## src/rtl/mux2_arbiter_2bit_pkg.sv

```systemverilog
// mux2_arbiter_2bit_pkg: channel and output-stage state encodings shared by the arbiter.
package mux2_arbiter_2bit_pkg;
    localparam logic CH1 = 1'b0;
    localparam logic CH2 = 1'b1;
    localparam logic [0:0] EMPTY = 1'b0;
    localparam logic [0:0] FULL  = 1'b1;
endpackage

```

## src/rtl/Mux_2_input_2bit.sv

```systemverilog
// Mux_2_input_2bit: 2-input, 2-bit data selector (S=0 picks Input_1).
module Mux_2_input_2bit (
    input  logic [1:0] Input_1,
    input  logic [1:0] Input_2,
    input  logic       S,
    output logic [1:0] Out
);
    assign Out = S ? Input_2 : Input_1;
endmodule

```

## src/rtl/mux2_arbiter_2bit.sv

```systemverilog
// mux2_arbiter_2bit: two-channel valid/ready arbiter feeding a single registered 2-bit output slot.
module mux2_arbiter_2bit
    import mux2_arbiter_2bit_pkg::*;
#(
    parameter int RR_EN    = 1,
    parameter int START_CH = 0
) (
    input  logic       clk,
    input  logic       rst_n,
    input  logic [1:0] in1_data,
    input  logic       in1_valid,
    output logic       in1_ready,
    input  logic [1:0] in2_data,
    input  logic       in2_valid,
    output logic       in2_ready,
    output logic [1:0] out_data,
    output logic       out_valid,
    input  logic       out_ready,
    output logic       sel,
    output logic       busy
);
    logic [0:0] state;
    logic       last_grant;
    logic       sel_q;
    logic       grant;
    logic       load;
    logic [1:0] mux_out;

    // Readies are gated by rst_n so they drop the moment reset is asserted.
    assign load      = rst_n && (in1_valid || in2_valid) && (state == EMPTY || out_ready);
    assign grant     = (in1_valid && in2_valid) ? ((RR_EN != 0) ? ~last_grant : CH1)
                                                : (in2_valid ? CH2 : CH1);
    assign sel       = load ? grant : sel_q;
    assign in1_ready = load && grant == CH1;
    assign in2_ready = load && grant == CH2;
    assign out_valid = state == FULL;
    assign busy      = out_valid && !out_ready;

    Mux_2_input_2bit u_mux (
        .Input_1 (in1_data),
        .Input_2 (in2_data),
        .S       (sel),
        .Out     (mux_out)
    );

    // last_grant starts on the opposite channel so START_CH wins the first contention.
    always_ff @(posedge clk or negedge rst_n) begin
        if (!rst_n) begin
            state      <= EMPTY;
            last_grant <= (START_CH != 0) ? CH1 : CH2;
            sel_q      <= (START_CH != 0) ? CH2 : CH1;
            out_data   <= 2'b00;
        end else if (load) begin
            state      <= FULL;
            last_grant <= grant;
            sel_q      <= grant;
            out_data   <= mux_out;
        end else if (out_ready) begin
            state      <= EMPTY;
        end
    end
endmodule

```

## config.mk

```make
export PLATFORM = sky130hd
export DESIGN_NAME = mux2_arbiter_2bit
export DESIGN_NICKNAME = d
export VERILOG_FILES = /design/src/rtl/mux2_arbiter_2bit_pkg.sv /design/src/rtl/Mux_2_input_2bit.sv /design/src/rtl/mux2_arbiter_2bit.sv
export SDC_FILE = /design/constraint.sdc
export NUM_CORES = 1
export LEC_CHECK = 0
export ABC_AREA = 1
export CAP_MARGIN = 30
export CORE_AREA = 2 2 39 41
export CTS_CLUSTER_SIZE = 40
export DETAILED_ROUTE_END_ITERATION = 16
export DIE_AREA = 0 0 41 43
export HOLD_SLACK_MARGIN = 0.05
export PLACE_DENSITY = 0.55
export SLEW_MARGIN = 20
export SYNTH_ARGS = -nofsm -noshare
export SYNTH_HDL_FRONTEND = slang
export SYNTH_SLANG_ARGS = --single-unit
```

## constraint.sdc

```tcl
create_clock -name clk -period 1.45 [get_ports clk]
set_input_delay 0.2175 -clock clk [delete_from_list [all_inputs] [get_ports clk]]
set_output_delay 0.2175 -clock clk [all_outputs]
set_load 0.005 [all_outputs]
```

==> results.py, run 1 <==
metrics = {
    "synth": {
        "syn_nets": 47,
        "syn_area_um2": 290,
        "synthDistinctLibCells": 12,
        "avgSynthCellArea_um2": 7.64,
        "ys_seq_area_frac": 0.435,
        "netlist_instances": 38,
        "synth_warnings": 0,
        "ys_ff_latch": 5,
    },
    "global_route": {
        "grt_use_total": 0.0958,
        "grt_pass1_vias": 297,
        "antenna_found_initial": 0,
        "grt_max_degree": 6,
        "grt.overflow.total": 0,
        "grt_pass1_wl_um": 1110,
    },
    "timing": {
        "rsz0062_at_grt": "yes",
        "setup_ws_ns": 0.0266,
        "fin_worst_skew_ns": 0.00302,
        "setup_viol": 0,
        "finalCritPeriodShare": 0.982,
        "maxClockFrequency_mhz": 703,
        "worst_slew_pin_slew_ns": 0.227,
        "final_hold_viol_count": 0,
        "drv_slew": 0,
        "timing.slew.headroom": 0.848,
        "holdWs_ns": 0.149,
        "fin_crit_ns": 1.42,
    },
    "status": {
        "status": "complete, no violations",
    },
    "clock_tree": {
        "holdBufCountCts": 0,
        "cts_buffers": 3,
        "clkSinkCount": 5,
        "cts_tree": "done",
        "clockBufferDepth": 2,
        "clockRootBuffer": "clkbuf_4",
        "h-tree-depth": 1,
        "clkTransAtPathRegs_ns": 0.04,
        "clkLatencyLatePin_ns": 0.24,
    },
    "pwr": {
        "p_total_uw": 521,
        "power_density_nw_per_um2": 914,
        "p_leak_nw": 0.328,
        "ir_drop_mv": 0.655,
    },
    "floorplan": {
        "die_area_um2": 1760,
        "die_h_um": 43,
        "io_pins": 16,
        "fp.coreArea_um2": 1380,
        "start_util": 0.210,
        "die_x_um": 41,
        "rows": 14,
    },
    "critical_path": {
        "critPathMaxFanout": 4,
        "crit_family": "flip-flops",
        "end_kind": "primary output",
        "startpoint_type": "flip-flop",
        "cpPeakStageDelay_ns": 0.55,
        "critPathKind": "reg2out",
        "crit_path_top_delay_cell": "dfstp_2",
        "cp_num_buf_inv": 2,
        "required_ns": 1.23,
        "crit_chain": "a21oi_4, nand3_4, buf_6, nand2_2, buf_2",
        "cp.arrival_ns": 1.21,
    },
    "layout": {
        "seq_area_um2": 126,
        "fillers": 158,
        "nets": 76,
        "postLayoutCellArea_um2": 571,
        "drive_above_1_share": 0.364,
        "final_cell_mix": "10 x nand2_1, 8 x inv_1, 8 x buf_4, 7 x clkdlybuf4s50_1",
        "multiInputGateArea_um2": 151,
        "n_antenna_cell": 0,
        "postLayoutCoreUtil": 0.412,
        "syn_to_final_growth_pct": 96.6,
        "final_common_cell": "nand2_1",
    },
    "route": {
        "first_pass_iters": 3,
        "wl_per_cell_um": 8.80,
        "drcViolationCount": 0,
        "routed_wl_um": 722,
        "drt-initial-drc-count": 3,
        "vias": 321,
        "antenna_left": 0,
        "via_per_inst": 3.91,
    },
    "run": {
        "drv_cap": 0,
    },
    "placed_design": {
        "io_buffers": 15,
        "gp_congestion": 0.715,
        "placed_area_um2": 513,
        "dp_slack_ns": -0.390,
        "hpwl_um": 528,
    },
    "hold_path": {
        "hp-class": "in2async",
    },
}
## synthesized netlist by cell type
master   count  share of area
nand2_1     11           0.14
inv_1       10           0.13
dfrtp_1      4           0.34
nor2_1       3          0.039
a21oi_1      2          0.034
nand3_1      2          0.034
a21oi_2      1          0.030
dfstp_2      1          0.091
nand2_2      1          0.022
nand2_4      1          0.039
nand3_2      1          0.034
nand3_4      1          0.060
## flip-flops by register name, summed over array words and instances (netlist names)
| register | count |
|---|---|
| sel_q | 1 |
| out_data | 2 |
| last_grant | 1 |
| out_valid | 1 |
## cell type report
type | instances | area share
Clock buffer | 4 | 0.0461
Inverter | 10 | 0.0658
Multi-Input combinational cell | 23 | 0.265
Sequential cell | 5 | 0.221
Tap cell | 16 | 0.0351
Timing Repair Buffer | 24 | 0.366
## path summary, 6_finish.rpt
kind | cells after the start | start | endpoint | slack [ns]
max | 5 | last_grant | sel | 0.03
min | 3 | rst_n | out_valid | 0.15
max reg2reg | 5 | last_grant | out_data[1] | 0.34
min reg2reg | 2 | out_data[0] | out_data[0] | 0.48
max in group asynchronous | 3 | rst_n | last_grant | 1.11
min in group clk | 4 | out_ready | out_valid | 0.32
## report_power, final
part / switching [mW] / internal, mW
registers: 0.0186 / 0.169
logic: 0.0714 / 0.102
clock network: 0.0560 / 0.104
total: 0.146 / 0.375
## routing by layer
layer	wire length, um	track usage	up-vias
met5	0	0	-
met4	0	0.0200	0
met3	46	0.0628	0
met2	394	0.138	11
met1	281	0.117	143
li1	-	-	167
## logic make-up (layout without fill, tap and decap cells)
family	after synthesis	after routing	synth area share
buffers and inverters	10	38	0.129
flip-flops	5	5	0.435
AO/OA/AOI/OAI	3	3	0.0647
AND/OR/NAND/NOR	20	20	0.371
## worst register-to-register path: stages, from the launching register on
cell,delay [ns]
dfstp_2,0.55
a21oi_4,0.07
buf_4,0.14
a21oi_1,0.17
nand2_1,0.07
nand2_1,0.05
## per-stage QoR
stage | cells | setup TNS [ns]
floorplan | 38 | 0
global placement | 76 | -1.19
detailed placement | 76 | -1.22
CTS | 83 | -0.0525
global route | 82 | -0.0322
finish | 82 | 0
## timing repair
item                       in CTS  in global routing
pin swaps                       3                  3
setup endpoints to repair       4                  3
gates resized for setup        17                  7
gates cloned                    0                  0
setup buffers                   3                  0
Power figures use the tool's default switching activity.
==> inputs of run 2 (changes only) <==
--- a/config.mk
+++ b/config.mk
@@ -12,7 +12,7 @@
 export DETAILED_ROUTE_END_ITERATION = 16
 export DIE_AREA = 0 0 41 43
 export HOLD_SLACK_MARGIN = 0.05
-export PLACE_DENSITY = 0.55
+export PLACE_DENSITY = 0.57
 export SLEW_MARGIN = 20
 export SYNTH_ARGS = -nofsm -noshare
 export SYNTH_HDL_FRONTEND = slang
==> constraint.sdc (replaced) <==
create_clock -name clk -period 1.3 [get_ports clk]
set_input_delay 0.195 -clock clk [delete_from_list [all_inputs] [get_ports clk]]
set_output_delay 0.195 -clock clk [all_outputs]
set_load 0.005 [all_outputs]
==> run 2 against run 1 <==
Effect of this change:
- clock-buffer cell count unchanged
- global-route usage increased by 0.89 points
- register-to-register slack got worse by 0.31 ns
- critical endpoint unchanged
- hold slack improved by 0.33 ns
- clock power increased by 12%
- final area increased by 11%
- clock skew increased by 0.0027 ns
- final cell count increased by 9.8%
- total power increased by 18%
- the run now ends with setup timing left
==> results.py, run 2 (synthesis gave the netlist of run 1 again) <==
metrics = {
    "timing": {
        "drv_slew": 0,
        "rsz0062_at_grt": "yes",
        "worst_slew_pin_slew_ns": 0.133,
        "finalCritPeriodShare": 1.06,
        "maxClockFrequency_mhz": 729,
        "timing.slew.headroom": 0.911,
        "setup_viol": 3,
        "fin_worst_skew_ns": 0.00572,
        "fin_crit_ns": 1.37,
        "setup_ws_ns": -0.0724,
        "final_hold_viol_count": 0,
    },
    "clock_tree": {
        "clkLatencyLatePin_ns": 0.24,
        "clkTransAtPathRegs_ns": 0.04,
        "clockBufferDepth": 2,
        "cts_buffers": 3,
        "clockRootBuffer": "clkbuf_4",
        "cts_tree": "done",
        "h-tree-depth": 1,
        "clkSinkCount": 5,
    },
    "global_route": {
        "grt.overflow.total": 0,
        "grt_pass1_vias": 312,
        "grt_pass1_wl_um": 1170,
        "antenna_found_initial": 0,
        "grt_max_degree": 6,
        "grt_use_total": 0.105,
    },
    "route": {
        "drcViolationCount": 0,
        "via_per_inst": 3.83,
        "routed_wl_um": 740,
        "antenna_left": 0,
        "wl_per_cell_um": 8.22,
        "drt-initial-drc-count": 1,
        "vias": 345,
        "first_pass_iters": 3,
    },
    "critical_path": {
        "critPathMaxFanout": 3,
        "critPathKind": "reg2out",
        "crit_chain": "nand2_2, buf_6, nand3_4, nand2_4, nand2_4, buf_6",
        "crit_path_top_delay_cell": "dfrtp_1",
        "cp.arrival_ns": 1.18,
        "cpPeakStageDelay_ns": 0.38,
        "startpoint_type": "flip-flop",
        "required_ns": 1.11,
        "end_kind": "primary output",
        "r2r_slack_ns": 0.03,
        "reg2reg_depth": 9,
    },
    "layout": {
        "postLayoutCoreUtil": 0.458,
        "syn_to_final_growth_pct": 118,
        "final_common_cell": "buf_4",
        "n_antenna_cell": 0,
        "largest_reg_flops": 2,
        "top_register": "out_data",
        "fillers": 151,
        "seq_area_um2": 126,
        "multiInputGateArea_um2": 141,
        "drive_above_1_share": 0.432,
        "final_cell_mix": "13 x buf_4, 10 x nand2_1, 9 x inv_1, 5 x dlygate4sd2_1",
        "nets": 84,
    },
    "status": {
        "status": "finished, violations left",
        "violations": "setup timing",
    },
    "floorplan": {
        "die_x_um": 41,
        "die_h_um": 43,
        "fp.coreArea_um2": 1380,
        "rows": 14,
        "die_area_um2": 1760,
        "io_pins": 16,
        "start_util": 0.210,
    },
    "run": {
        "drv_cap": 0,
    },
    "hold_path": {
        "hold_path_depth": 2,
        "hp-class": "reg2reg",
    },
    "placed_design": {
        "hpwl_um": 544,
        "io_buffers": 15,
        "gp_congestion": 0.745,
    },
    "pwr": {
        "p_total_uw": 616,
        "power_density_nw_per_um2": 973,
        "ir_drop_mv": 0.686,
        "p_leak_nw": 0.382,
    },
}
## run 2: changes by cell type in the layout (fill, tap and decap cells not counted), sizes merged
cell / change
buf: +8
clkdlybuf4s50: -3
dlygate4sd2: +1
dlygate4sd3: +1
dlymetal6s2s: +1
## run 2: cell type report
cell class / instances / area share
Tap cell: 16 / 0.0316
Multi-Input combinational cell: 23 / 0.223
Inverter: 10 / 0.0593
Timing Repair Buffer: 32 / 0.445
Sequential cell: 5 / 0.200
Clock buffer: 4 / 0.0415
## run 2: where the power goes
part,switching (mW),leakage [nW],internal [mW]
Clock,0.0635,0.0150,0.116
Sequential,0.0167,0.0595,0.189
Combinational,0.0867,0.308,0.145
Total,0.167,0.382,0.449
## run 2: stage by stage
step                hold WS, ns  area, um^2  cells  setup slack [ns]  TNS [ns]
finish                    0.477         633     90           -0.0724    -0.177
floorplan                -0.101         290     38             0.336         0
global placement          0.468         528     78            -0.474     -1.99
detailed placement        0.474         528     78            -0.486     -2.01
global route              0.515         633     90            -0.125    -0.441
CTS                       0.476         589     88           -0.0688    -0.207
## run 2: timing repair
action / in CTS / in global routing
gates resized for setup: 22 / 8
hold buffers: 1 / 0
setup endpoints to repair: 5 / 7
hold endpoints to repair: 4 / 0
pin swaps: 6 / 1
setup buffers: 6 / 2
## run 2: worst max-delay path: cells and delay by family (launching register included)
kind	cells	cell delay (ns)
flops	1	0.38
simple gates	4	0.34
buf+inv	2	0.21
## run 2: path summary, 6_finish.rpt
check                           startpoint           to
worst max-delay path             out_valid          sel
min in group asynchronous            rst_n    out_valid
max in group asynchronous            rst_n   last_grant
worst max register to register   out_valid  out_data[0]
worst min-delay path            last_grant   last_grant
worst min register to register  last_grant   last_grant
## run 2: metal layers
metal,GRT usage,routed length (um),vias up
li1,-,-,183
met2,0.144,385,11
met3,0.0681,68,2
met4,0.0600,7,0
met5,0,0,-
met1,0.117,278,149
==> inputs of run 3 (changes only) <==
--- a/config.mk
+++ b/config.mk
@@ -13,6 +13,7 @@
 export DIE_AREA = 0 0 41 43
 export HOLD_SLACK_MARGIN = 0.05
 export PLACE_DENSITY = 0.57
+export REMOVE_ABC_BUFFERS = 1
 export SLEW_MARGIN = 20
 export SYNTH_ARGS = -nofsm -noshare
 export SYNTH_HDL_FRONTEND = slang
==> results of run 3 <==
Same layout as run 2: the final DEF is identical, and so are final timing and power.
